--- src/rtl/elevator_pkg.sv ---
// ----------------------------------------------------------------------------
// elevator_pkg
// Shared definitions for the elevator call scheduler: building size, floor
// index width, FSM state encoding, travel direction and default door dwell.
// No ports; imported by elevator_call_scheduler and next_floor_select.
// ----------------------------------------------------------------------------
package elevator_pkg;

    localparam int N_FLOORS      = 4;
    localparam int FLOOR_W       = 2;
    localparam int DWELL_DEFAULT = 3;
    // Dwell counter is wide enough for the largest legal dwell (15 cycles).
    localparam int DWELL_W       = 4;

    typedef enum logic [1:0] {
        ST_IDLE      = 2'd0,
        ST_MOVE_UP   = 2'd1,
        ST_MOVE_DOWN = 2'd2,
        ST_DOOR      = 2'd3
    } state_t;

    typedef enum logic {
        DIR_UP   = 1'b0,
        DIR_DOWN = 1'b1
    } dir_t;

endpackage

--- src/rtl/next_floor_select.sv ---
// ----------------------------------------------------------------------------
// next_floor_select
// Purely combinational search for the closest pending floor strictly above
// and strictly below the car's current floor.
// Ports:
//   pending       in  N_FLOORS  latched, not-yet-served calls
//   cur_floor     in  FLOOR_W   floor the car is at now
//   nearest_above out FLOOR_W   lowest pending floor above cur_floor
//   above_valid   out 1         a pending floor above exists
//   nearest_below out FLOOR_W   highest pending floor below cur_floor
//   below_valid   out 1         a pending floor below exists
// ----------------------------------------------------------------------------
module next_floor_select
    import elevator_pkg::*;
(
    input  logic [N_FLOORS-1:0] pending,
    input  logic [FLOOR_W-1:0]  cur_floor,
    output logic [FLOOR_W-1:0]  nearest_above,
    output logic                above_valid,
    output logic [FLOOR_W-1:0]  nearest_below,
    output logic                below_valid
);

    // Scanning top-down for "above" and bottom-up for "below" lets the last
    // hit of each loop be the floor closest to the car.
    always_comb begin
        nearest_above = '0;
        above_valid   = 1'b0;
        nearest_below = '0;
        below_valid   = 1'b0;
        for (int i = N_FLOORS - 1; i >= 0; i--) begin
            if (pending[i] && (i > int'(cur_floor))) begin
                nearest_above = FLOOR_W'(i);
                above_valid   = 1'b1;
            end
        end
        for (int j = 0; j < N_FLOORS; j++) begin
            if (pending[j] && (j < int'(cur_floor))) begin
                nearest_below = FLOOR_W'(j);
                below_valid   = 1'b1;
            end
        end
    end

endmodule

--- src/rtl/elevator_call_scheduler.sv ---
// ----------------------------------------------------------------------------
// elevator_call_scheduler
// Latches floor calls and drives a single car with a collective (SCAN-like)
// policy: keep going in the current direction while calls remain that way,
// open the door for a fixed dwell at each served floor, then reverse or idle.
// Ports:
//   clk, rst      in   clock, asynchronous active-high reset
//   en            in   global enable; 0 holds everything and drops new calls
//   stop          in   emergency stop; freezes FSM, target, dwell, count
//   call_req      in   per-floor call requests (bit i = floor i)
//   cur_floor     in   floor reported by the elevator core
//   target        out  floor the core is commanded towards
//   move_up       out  car commanded upward
//   move_down     out  car commanded downward
//   door_open     out  door held open
//   pending       out  latched calls not yet served
//   served_count  out  number of calls served, wraps at 16
// ----------------------------------------------------------------------------
module elevator_call_scheduler
    import elevator_pkg::*;
#(
    parameter int DWELL_CYCLES = DWELL_DEFAULT
)(
    input  logic                clk,
    input  logic                rst,
    input  logic                en,
    input  logic                stop,
    input  logic [N_FLOORS-1:0] call_req,
    input  logic [FLOOR_W-1:0]  cur_floor,
    output logic [FLOOR_W-1:0]  target,
    output logic                move_up,
    output logic                move_down,
    output logic                door_open,
    output logic [N_FLOORS-1:0] pending,
    output logic [3:0]          served_count
);

    localparam logic [DWELL_W-1:0] DWELL_RELOAD = DWELL_W'(DWELL_CYCLES - 1);

    state_t               state, state_next;
    dir_t                 last_dir, last_dir_next;
    logic [FLOOR_W-1:0]   target_next;
    logic [DWELL_W-1:0]   dwell, dwell_next;
    logic [N_FLOORS-1:0]  clear_mask;
    logic [N_FLOORS-1:0]  cur_mask;
    logic                 serve;
    logic                 active;
    logic [FLOOR_W-1:0]   nearest_above, nearest_below;
    logic                 above_valid, below_valid;

    assign active   = en & ~stop;
    assign cur_mask = N_FLOORS'(1) << cur_floor;

    next_floor_select u_select (
        .pending       (pending),
        .cur_floor     (cur_floor),
        .nearest_above (nearest_above),
        .above_valid   (above_valid),
        .nearest_below (nearest_below),
        .below_valid   (below_valid)
    );

    // State register; state_next already equals state outside active cycles.
    always_ff @(posedge clk or posedge rst) begin
        if (rst) begin
            state <= ST_IDLE;
        end else begin
            state <= state_next;
        end
    end

    // Next-state and datapath decisions. Everything defaults to "hold", so a
    // non-active cycle (en=0 or stop=1) changes nothing here.
    always_comb begin
        state_next    = state;
        target_next   = target;
        dwell_next    = dwell;
        last_dir_next = last_dir;
        clear_mask    = '0;
        serve         = 1'b0;
        if (active) begin
            unique case (state)
                ST_IDLE: begin
                    if ((pending & cur_mask) != '0) begin
                        clear_mask = cur_mask;
                        serve      = 1'b1;
                        dwell_next = DWELL_RELOAD;
                        state_next = ST_DOOR;
                    end else if (above_valid) begin
                        target_next   = nearest_above;
                        last_dir_next = DIR_UP;
                        state_next    = ST_MOVE_UP;
                    end else if (below_valid) begin
                        target_next   = nearest_below;
                        last_dir_next = DIR_DOWN;
                        state_next    = ST_MOVE_DOWN;
                    end
                end
                ST_MOVE_UP: begin
                    if (cur_floor == target) begin
                        clear_mask = cur_mask;
                        serve      = 1'b1;
                        dwell_next = DWELL_RELOAD;
                        state_next = ST_DOOR;
                    end else if (above_valid) begin
                        target_next = nearest_above;
                    end
                end
                ST_MOVE_DOWN: begin
                    if (cur_floor == target) begin
                        clear_mask = cur_mask;
                        serve      = 1'b1;
                        dwell_next = DWELL_RELOAD;
                        state_next = ST_DOOR;
                    end else if (below_valid) begin
                        target_next = nearest_below;
                    end
                end
                ST_DOOR: begin
                    // A call at the open floor is absorbed at once (raw
                    // call_req included) and restarts the dwell.
                    if (((pending | call_req) & cur_mask) != '0) begin
                        clear_mask = cur_mask;
                        serve      = 1'b1;
                        dwell_next = DWELL_RELOAD;
                    end else if (dwell != '0) begin
                        dwell_next = dwell - 1'b1;
                    end else if (last_dir == DIR_UP) begin
                        if (above_valid) begin
                            target_next = nearest_above;
                            state_next  = ST_MOVE_UP;
                        end else if (below_valid) begin
                            target_next   = nearest_below;
                            last_dir_next = DIR_DOWN;
                            state_next    = ST_MOVE_DOWN;
                        end else begin
                            state_next = ST_IDLE;
                        end
                    end else begin
                        if (below_valid) begin
                            target_next = nearest_below;
                            state_next  = ST_MOVE_DOWN;
                        end else if (above_valid) begin
                            target_next   = nearest_above;
                            last_dir_next = DIR_UP;
                            state_next    = ST_MOVE_UP;
                        end else begin
                            state_next = ST_IDLE;
                        end
                    end
                end
                default: state_next = ST_IDLE;
            endcase
        end
    end

    // Datapath registers. The call latch runs whenever enabled (including
    // during stop); clearing the served floor wins over a same-cycle call.
    always_ff @(posedge clk or posedge rst) begin
        if (rst) begin
            pending      <= '0;
            target       <= '0;
            dwell        <= '0;
            last_dir     <= DIR_UP;
            served_count <= '0;
        end else begin
            if (en) begin
                pending <= (pending | call_req) & ~clear_mask;
            end
            target       <= target_next;
            dwell        <= dwell_next;
            last_dir     <= last_dir_next;
            served_count <= served_count + {3'b000, serve};
        end
    end

    // Motion and door commands decode straight from the state.
    always_comb begin
        move_up   = (state == ST_MOVE_UP);
        move_down = (state == ST_MOVE_DOWN);
        door_open = (state == ST_DOOR);
    end

endmodule

--- config.mk ---
export PLATFORM = sky130hd
export DESIGN_NAME = elevator_call_scheduler
export DESIGN_NICKNAME = d
export VERILOG_FILES = /design/src/rtl/elevator_pkg.sv /design/src/rtl/next_floor_select.sv /design/src/rtl/elevator_call_scheduler.sv
export SDC_FILE = /design/constraint.sdc
export NUM_CORES = 1
export LEC_CHECK = 0
export ABC_AREA = 1
export CAP_MARGIN = 20
export CORE_MARGIN = 2
export CORE_UTILIZATION = 48
export CTS_CLUSTER_SIZE = 14
export DETAILED_ROUTE_END_ITERATION = 6
export PLACE_DENSITY = 0.75
export SYNTH_ARGS = -nofsm -noshare
export SYNTH_HDL_FRONTEND = slang
export SYNTH_SLANG_ARGS = --single-unit
--- constraint.sdc ---
create_clock -name clk -period 1.8 [get_ports clk]
set_input_delay 0.36 -clock clk [delete_from_list [all_inputs] [get_ports clk]]
set_output_delay 0.36 -clock clk [all_outputs]
set_load 0.005 [all_outputs]
==> impl_metrics.py <==
metrics = {
    "synthesis": {
        "syn_nets": 227,
        "netlist_instances": 209,
        "synth_fa_ha_area_share_pct": 6.86,
        "synthArstFlopShare_pct": 100,
        "synth_top_area_share_pct": 29.2,
        "synth_seq_cells": 17,
        "synth_edf_count": 0,
        "synthTopCellsByArea": "dfrtp_1 29%, nand2_1 15%, nand3_1 7.5%",
        "synthMuxAreaShare_pct": 0,
        "synth_seq_area_share_pct": 29.2,
        "synth_top_family_by_area": "simple AND/OR/NAND/NOR gates",
        "synth_top_cell_by_area": "dfrtp_1",
        "synth_cell_types": 30,
        "avgSynthCellArea_um2": 6.98,
        "yosys.area_share.xor_xnor_pct": 4.12,
        "synth-warning-count": 0,
        "syn-cell-area_um2": 1460,
        "synthSimpleGateAreaFrac_pct": 40.7,
        "synthFlopType": "dfrtp_1",
        "synth-compound-area-share_pct": 10.7,
    },
    "setup_path": {
        "r2r_start": "state[1]",
        "cp-startpoint": "call_req[2]",
        "critPathMaxFanout": 2,
        "reg2reg_depth": 9,
        "end_kind": "flip-flop",
        "cp-endpoint": "served_count[2]",
        "arrival_ns": 1.91,
        "reg2reg_to": "served_count[2]",
        "critical_path_class": "input pin to flip-flop",
        "rrSetupSlack_ns": 0.09,
        "required_ns": 1.97,
        "critPathLaunchType": "input pin",
    },
    "sta": {
        "timing.hold.ws_ns": 0.370,
        "tns_ns": 0,
        "setup_viol": 0,
        "tightest_slew_ns": 0.263,
        "period_minus_slack_ns": 1.74,
        "fin_crit_sh_pct": 96.4,
        "slew_headroom_pct": 82.5,
        "drv_slew": 0,
        "worst_clock_skew_ns": 0.0110,
        "setup_slack_ns": 0.0641,
        "max_freq_mhz": 576,
        "timing_hold_violations_final": 0,
    },
    "cts": {
        "cts.reportedPaths.clkPinSlew_ns": 0.11,
        "cts-buffers-inserted": 3,
        "cts_hold_buffers": 0,
        "cts.sinks": 17,
        "cts_tree": "yes",
        "clock_path_buffers": 2,
        "clock_latency_ns": 0.29,
        "cts-root-buf": "clkbuf_4",
        "htreeDepth": 1,
    },
    "floorplan": {
        "core_area_um2": 2980,
        "die-area_um2": 3500,
        "start_util_pct": 49.0,
        "ioPinCount": 23,
        "die_w_um": 59.1,
        "row_count": 20,
        "dieHeight_um": 59.1,
    },
    "layout": {
        "final_common_cell": "nand2_1",
        "fin_cells": 310,
        "diodes": 0,
        "final_util_pct": 71.1,
        "final_cell_mix": "57 x nand2_1, 44 x buf_4, 21 x nand3_1, 17 x inv_1",
        "final_nets": 296,
        "area_growth_syn_to_layout_pct": 45.0,
        "drive_gt1_share_pct": 33.9,
        "postLayoutCellArea_um2": 2120,
    },
    "global_routing": {
        "grt_pass1_vias": 1405,
        "antenna_found_initial": 0,
        "grt_max_degree": 18,
        "grt_usage_pct": 23.2,
        "grt_remaining_overflow": 0,
        "grt_pass1_wl_mm": 6.20,
    },
    "drt": {
        "drc": 0,
        "drt-total-wl_mm": 3.80,
        "vias": 1585,
        "vias_per_cell": 5.11,
        "final_antenna_net_count": 0,
        "drtIter0Drc": 132,
        "wire_per_inst_um": 12.3,
        "dr.pass1.iters": 4,
    },
    "place": {
        "hpwl_mm": 3.03,
        "dpl_cell_area_um2": 1990,
        "gp_congestion": 0.958,
        "io_buffers": 22,
        "pre_cts_slack_ns": -0.583,
        "place_inst": 301,
    },
    "power_and_ir_drop": {
        "power_leakage_nw": 1.06,
        "p_total_mw": 2.65,
        "vdd_drop_max_uv": 743,
        "power_density_nw_per_um2": 1250,
    },
    "worst_hold_path": {
        "hp-class": "input pin to asynchronous set/reset pin",
    },
    "flow_run": {
        "cap_violations": 0,
    },
    "outcome": {
        "status": "finished clean",
    },
}
-- worst min-delay path by stage --
| stage | startpoint | endpoint | slack (ns) |
|---|---|---|---|
| after floorplan | rst | dwell[0] | 0.29 |
| after global placement | served_count[3] | served_count[3] | 0.49 |
| after detailed placement | served_count[2] | served_count[2] | 0.49 |
| after CTS | rst | dwell[1] | 0.37 |
| after global routing | rst | dwell[2] | 0.40 |
| final | rst | dwell[1] | 0.37 |
-- layer usage --
layer  up-vias  part of all wire (%)  global-route usage, %
met5         -                     0                      0
met4         0                  0.74                   4.87
met3         4                   6.0                   3.49
met2        53                    49                   40.3
met1       713                    44                   30.7
li1        815                     -                      -
-- cells by family (layout without fill, tap and decap cells) --
kind of cell	count (synthesis)	in the layout
AO/OA/AOI/OAI	26	26
XOR/XNOR	6	6
adder cells (fa/ha/maj)	8	8
buffers and inverters	28	96
flip-flops	17	17
AND/OR/NAND/NOR	124	124
-- where the power goes --
group	switching [mW]	leakage, nW	internal, mW
registers	0.139	0.209	0.524
logic	0.886	0.835	0.895
clock network	0.118	0.0150	0.0859
-- sequential cells by signal (all words and copies together), names as in the netlist --
name / cells
served_count: 4
target: 2
pending: 4
state: 2
dwell: 4
last_dir: 1
-- cells in the mapped netlist, types with 3 or more instances --
| cell | instances |
|---|---|
| ha_1 | 8 |
| inv_2 | 5 |
| nand2_2 | 5 |
| nand3_2 | 3 |
| inv_1 | 19 |
| nor2_1 | 19 |
| nand2_1 | 57 |
| xnor2_1 | 3 |
| nand4_1 | 4 |
| a21oi_1 | 7 |
| dfrtp_1 | 17 |
| nand3_1 | 22 |
| nor2_2 | 7 |
| o21ai_1 | 7 |
| o21ai_0 | 6 |
-- cell type report --
| cell class | instances | area, um^2 |
|---|---|---|
| Clock buffer | 4 | 26.3 |
| Fill cell | 245 | 862 |
| Inverter | 25 | 96.3 |
| Multi-Input combinational cell | 164 | 971 |
| Sequential cell | 17 | 427 |
| Tap cell | 33 | 41.3 |
| Timing Repair Buffer | 67 | 554 |
-- repair_timing --
action,4_1_cts,5_1_grt
buffers inserted,3,2
pin swaps,1,4
resized for setup,14,13
endpoints found under the setup margin,20,4
-- critical path, cell delays in order --
cell and delay, ns:
clkdlybuf4s50_1 0.41, nor2_2 0.12, nor2_1 0.07, nor2_2 0.09, nand3_2 0.08, nand2_2 0.08
nand3_2 0.08, nand2_1 0.08, nor2_2 0.04, ha_2 0.17, ha_1 0.19, xor2_1 0.14
(Power assumes the default switching activity.)
